`config.mk`:
```
export PLATFORM = sky130hd
export DESIGN_NAME = spi_xfer_ctrl
export DESIGN_NICKNAME = d
export VERILOG_FILES = /design/src/rtl/spi_xfer_ctrl_pkg.sv /design/src/rtl/spi_dly_cnt.sv /design/src/rtl/spi_xfer_ctrl.sv
export SDC_FILE = /design/constraint.sdc
export NUM_CORES = 1
export LEC_CHECK = 0
export CORE_MARGIN = 4
export CORE_UTILIZATION = 44
export CTS_CLUSTER_DIAMETER = 120
export DETAILED_ROUTE_END_ITERATION = 12
export PLACE_DENSITY = 0.85
export RECOVER_POWER = 50
export SLEW_MARGIN = 20
export SYNTH_ARGS = -nofsm -noshare
export SYNTH_HDL_FRONTEND = slang
export SYNTH_SLANG_ARGS = --single-unit
```
`constraint.sdc`:
```
create_clock -name clk_i -period 3.01 [get_ports clk_i]
set_input_delay 0.602 -clock clk_i [delete_from_list [all_inputs] [get_ports clk_i]]
set_output_delay 0.602 -clock clk_i [all_outputs]
set_load 0.02 [all_outputs]
```
`src/rtl/spi_xfer_ctrl_pkg.sv`:
```
// Shared types and defaults for the SPI transfer sequencer.
// State encoding is fixed so the debug state output decodes the same everywhere.
package spi_xfer_ctrl_pkg;

  typedef enum logic [1:0] {
    ST_IDLE  = 2'd0,
    ST_SETUP = 2'd1,
    ST_XFER  = 2'd2,
    ST_HOLD  = 2'd3
  } xfer_state_e;

  localparam int unsigned LEN_W_DEF = 7;
  localparam int unsigned SS_NB_DEF = 8;
  localparam int unsigned DLY_W_DEF = 8;

  // A character length of 0 stands for the largest length, 2**len_w bits.
  function automatic int unsigned char_bits(input int unsigned len, input int unsigned len_w);
    return (len == 0) ? (32'd1 << len_w) : len;
  endfunction

endpackage

```
`src/rtl/spi_dly_cnt.sv`:
```
// Loadable down-counter with zero flag; times both SS setup and SS hold.
// Decrement saturates at zero so a late decrement request cannot wrap.
module spi_dly_cnt #(
  parameter int unsigned DLY_W = 8
) (
  input  logic             clk_i,
  input  logic             rst_i,
  input  logic             load_i,
  input  logic [DLY_W-1:0] load_val_i,
  input  logic             dec_i,
  output logic             zero_o
);

  logic [DLY_W-1:0] cnt_q;

  always_ff @(posedge clk_i) begin
    if (rst_i) begin
      cnt_q <= '0;
    end else if (load_i) begin
      cnt_q <= load_val_i;
    end else if (dec_i && (cnt_q != '0)) begin
      cnt_q <= cnt_q - DLY_W'(1);
    end
  end

  assign zero_o = (cnt_q == '0);

endmodule

```
`src/rtl/spi_xfer_ctrl.sv`:
```
// SPI transfer sequencer: SS setup, bit transfer with tx/rx strobes, SS hold.
// start_i/abort_i are single-cycle pulses with no back-pressure; abort wins over start.
module spi_xfer_ctrl
  import spi_xfer_ctrl_pkg::*;
#(
  parameter int unsigned LEN_W = LEN_W_DEF,
  parameter int unsigned SS_NB = SS_NB_DEF,
  parameter int unsigned DLY_W = DLY_W_DEF
) (
  input  logic             clk_i,
  input  logic             rst_i,
  input  logic             start_i,
  input  logic             abort_i,
  input  logic [LEN_W-1:0] char_len_i,
  input  logic [SS_NB-1:0] ss_sel_i,
  input  logic             auto_ss_i,
  input  logic [DLY_W-1:0] ss_setup_i,
  input  logic [DLY_W-1:0] ss_hold_i,
  input  logic             tx_negedge_i,
  input  logic             rx_negedge_i,
  input  logic             pos_edge_i,
  input  logic             neg_edge_i,
  output logic             clk_en_o,
  output logic             go_o,
  output logic             last_clk_o,
  output logic             tx_shift_o,
  output logic             rx_sample_o,
  output logic             busy_o,
  output logic             done_o,
  output logic [SS_NB-1:0] ss_no,
  output logic [LEN_W:0]   bit_cnt_o,
  output logic [1:0]       state_o
);

  localparam logic [LEN_W:0] CNT_ONE = (LEN_W+1)'(1);

  xfer_state_e      state_q, state_d;
  logic [LEN_W:0]   bit_cnt_q;
  logic [SS_NB-1:0] ss_mask_q;
  logic             tx_neg_q, rx_neg_q;
  logic             clk_en_q, go_q, done_q;
  logic             dly_load, dly_hold, dly_dec, dly_zero;

  spi_dly_cnt #(.DLY_W(DLY_W)) u_dly_cnt (
    .clk_i      (clk_i),
    .rst_i      (rst_i),
    .load_i     (dly_load),
    .load_val_i (dly_hold ? ss_hold_i : ss_setup_i),
    .dec_i      (dly_dec),
    .zero_o     (dly_zero)
  );

  // Strobes are combinational from the generator edges; clk_en_q gates them to XFER.
  assign tx_shift_o  = clk_en_q & (tx_neg_q ? neg_edge_i : pos_edge_i);
  assign rx_sample_o = clk_en_q & (rx_neg_q ? neg_edge_i : pos_edge_i);
  assign last_clk_o  = clk_en_q & (bit_cnt_q == CNT_ONE);
  assign clk_en_o    = clk_en_q;
  assign go_o        = go_q;
  assign done_o      = done_q;
  assign busy_o      = (state_q != ST_IDLE);
  assign bit_cnt_o   = bit_cnt_q;
  assign ss_no       = auto_ss_i ? ~ss_mask_q : ~ss_sel_i;
  assign state_o     = state_q;

  always_comb begin
    state_d  = state_q;
    dly_load = 1'b0;
    dly_hold = 1'b0;
    dly_dec  = 1'b0;
    case (state_q)
      ST_IDLE: begin
        if (start_i) begin
          state_d  = ST_SETUP;
          dly_load = 1'b1;
        end
      end
      ST_SETUP: begin
        if (dly_zero) state_d = ST_XFER;
        else          dly_dec = 1'b1;
      end
      ST_XFER: begin
        if (rx_sample_o && (bit_cnt_q == CNT_ONE)) begin
          state_d  = ST_HOLD;
          dly_load = 1'b1;
          dly_hold = 1'b1;
        end
      end
      ST_HOLD: begin
        if (dly_zero) state_d = ST_IDLE;
        else          dly_dec = 1'b1;
      end
      default: state_d = ST_IDLE;
    endcase
  end

  always_ff @(posedge clk_i) begin
    if (rst_i || abort_i) begin
      state_q   <= ST_IDLE;
      bit_cnt_q <= '0;
      ss_mask_q <= '0;
      tx_neg_q  <= 1'b0;
      rx_neg_q  <= 1'b0;
      clk_en_q  <= 1'b0;
      go_q      <= 1'b0;
      done_q    <= 1'b0;
    end else begin
      state_q  <= state_d;
      clk_en_q <= (state_d == ST_XFER);
      go_q     <= (state_q == ST_SETUP) && (state_d == ST_XFER);
      done_q   <= (state_q == ST_HOLD) && (state_d == ST_IDLE);
      if ((state_q == ST_IDLE) && start_i) begin
        bit_cnt_q <= (LEN_W+1)'(char_bits(32'(char_len_i), LEN_W));
        ss_mask_q <= ss_sel_i;
        tx_neg_q  <= tx_negedge_i;
        rx_neg_q  <= rx_negedge_i;
      end else if (rx_sample_o && (bit_cnt_q != '0)) begin
        bit_cnt_q <= bit_cnt_q - CNT_ONE;
      end
      if ((state_q == ST_HOLD) && (state_d == ST_IDLE)) ss_mask_q <= '0;
    end
  end

endmodule

```
==> run summary <==
Post-DRT Antenna Nets: 0
Vias in the first global route: 1804
Final HPWL DP: 3650 µm
DR iter-0 viols: 75
Share of layout cells above drive strength 1: 7.72%
Max-Cap Viols: 0
Crit path buf inv count: 2
GP Congestion: 0.828
Post-synthesis sequential area ratio: 35.3%
FFs w/ async S/R, synth: 0%
Die width: 71.2 µm
Post-synth top flop: dfxtp_1
Endpoints failing hold: 0
Min-Delay Path Class: flip-flop to flip-flop
Lkg Pwr: 0.00101 µW
Yosys top cell by area: dfxtp_1
Largest stage delay, worst path: 0.75 ns
Place WS: 0.135 ns
Placed inst area: 2450 µm²
ANT cells: 0
Clock skew: 0.00395 ns
EDFF count, synth: 0
Worst Tran Pin Value: 1.07 ns
Design area: 2560 µm²
Distinct cells, synth: 43
Type of destination of the critical path: output port
Final Max Tran Viols: 0
Vias per cell: 5.57
DR WL/cell: 14.3 µm
Syn Nets: 264
RSZ-0062 raised after global routing: no
Clock slew seen by the registers of the worst setup and hold paths: 0.07 ns
P&R area growth vs syn: 45.8%
Final critical-path share of the clock period: 94.7%
Drt pass-1 iters: 4
Post-synthesis cell count: 220
Area contributors post-synth: dfxtp_1 (35%), mux2i_1 (6.3%), nand2_1 (6.2%), a21oi_1 (6.0%), o21ai_0 (4.0%)
DR DRC count: 0
Count of state elements after synthesis: 31
Final Util: 67.9%
Largest net degree at the start of global routing: 28
Site Rows: 22
Hold_buf cts: 0
Final Total Pwr: 1140 µW
GRT Util Overall: 19.8%
Syn. warnings: 0
Final Worst Setup Slack: 0.158 ns
Critical path, cell by cell: clkdlybuf4s50_1 -> mux2i_1 -> clkdlybuf4s50_1
Power Density: 447 nW/µm²
Mapped Area: 1760 µm²
Status: complete, no violations
Commonest non-fill, non-tap cell in the layout: clkdlybuf4s50_1
Root buf cell: clkbuf_8
Nets@finish: 328
Startpoint Class: input pin
Slew HR: 28.7%
Worst skew pair latency: 0.28 ns
CTS Buf Count: 5
Initial Util: 46.6%
Max H-tree Level: 2
Global-route wire length before repair: 8100 µm
Area fraction of the dominant cell type after synthesis: 35.3%
Worst EP arrival: 2.25 ns
CTS max path bufs: 2
Antenna violations before repair: 0
Core Area: 3770 µm²
Post-CTS setup buffers: 0
Die Y: 71.2 µm
CP required: 2.41 ns
CTS sink cnt: 31
CP Class: input pin to output port
Setup-failing EPs final: 0
Buffers added on ports: 64
Worst path most repeated cell: clkdlybuf4s50_1
Setup TNS: 0 ns
DIE AREA: 5070 µm²
FMAX: 0.351 GHz
Total gr overflow: 0
Final WL: 4780 µm
Crit-path slowest cell: clkdlybuf4s50_1
I/O pins: 65
Crit Path Max Fanout: 8
Via count: 1854
CTS tree: done
Commonest non-fill, non-tap cells in the layout: clkdlybuf4s50_1 (51), dfxtp_1 (31), nand2_1 (29), a21oi_1 (21), nor2_1 (16)
Post-CTS sizing: 0
Delay-heaviest family, CP: buffers and inverters
Syn Area/Cell: 7.98 µm²
Crit path time final: 2.85 ns
Worst vdd ir: 248 µV
[through the flow]
step,std cells,hold slack (ns)
floorplan,220,0.436
global placement,325,0.445
detailed placement,325,0.450
CTS,333,0.459
global route,333,0.482
finish,333,0.458
[cells by family after synthesis]
kind of cell	share of synthesized area (%)
AOI/OAI and AO/OA	20.2
DFF	35.3
muxes	6.91
adders and majority gates	2.85
and+or+nand+nor	27.6
buffers and inverters	3.63
xor gates and xnor gates	3.49
[tightest hold or removal path, cell delays in order, from the launching register on]
cell	delay, ns
dfxtp_1	0.31
nand2_1	0.05
a21oi_1	0.05
[synthesized netlist by cell type (4+ instances only)]
library cell  number
a211oi_1           5
a21oi_1           21
a22oi_1            4
and2_1             4
clkbuf_1           8
dfxtp_1           31
ha_1               4
inv_1              7
mux2i_1           11
nand2_1           29
nand3_1            6
nor2_1            16
nor3_1             7
o21ai_0           14
or4_1              4
xnor2_1            4
[state kept, by name, summed over array words and instances, names as in the netlist]
signal           flops
state_o              2
clk_en_o             1
done_o               1
go_o                 1
ss_mask_q            8
u_dly_cnt.cnt_q      8
bit_cnt_o            8
tx_neg_q             1
rx_neg_q             1
[per-layer routing]
layer  global-route usage [%]  vias to the layer above  part of all wire, %
li1                         -                      937                    -
met1                     24.1                      848                   41
met2                     33.1                       64                   49
met3                     5.54                        5                  8.7
met4                     7.72                        0                  1.5
met5                        0                        -                    0
[final cells by class]
cell class	count	area [µm²]
clock buffer	6	82.6
clock inverter	2	35.0
fill	338	1210
inverter	7	26.3
multi-input combinational	172	1080
sequential	31	621
tap	48	60.1
timing repair buffer	67	659
[path summary, 6_finish.rpt]
check	start	to	slack, ns	cells after the start
max	auto_ss_i	ss_no[1]	0.16	3
min	ss_mask_q[7]	ss_mask_q[7]	0.46	2
max reg2reg	u_dly_cnt.cnt_q[0]	ss_mask_q[4]	0.48	7
min reg2reg	ss_mask_q[7]	ss_mask_q[7]	0.46	2
[power by group]
group	internal, µW	switching [µW]
Sequential	432	26.6
Combinational	133	128
Clock	268	157
(Power assumes the default switching activity.)
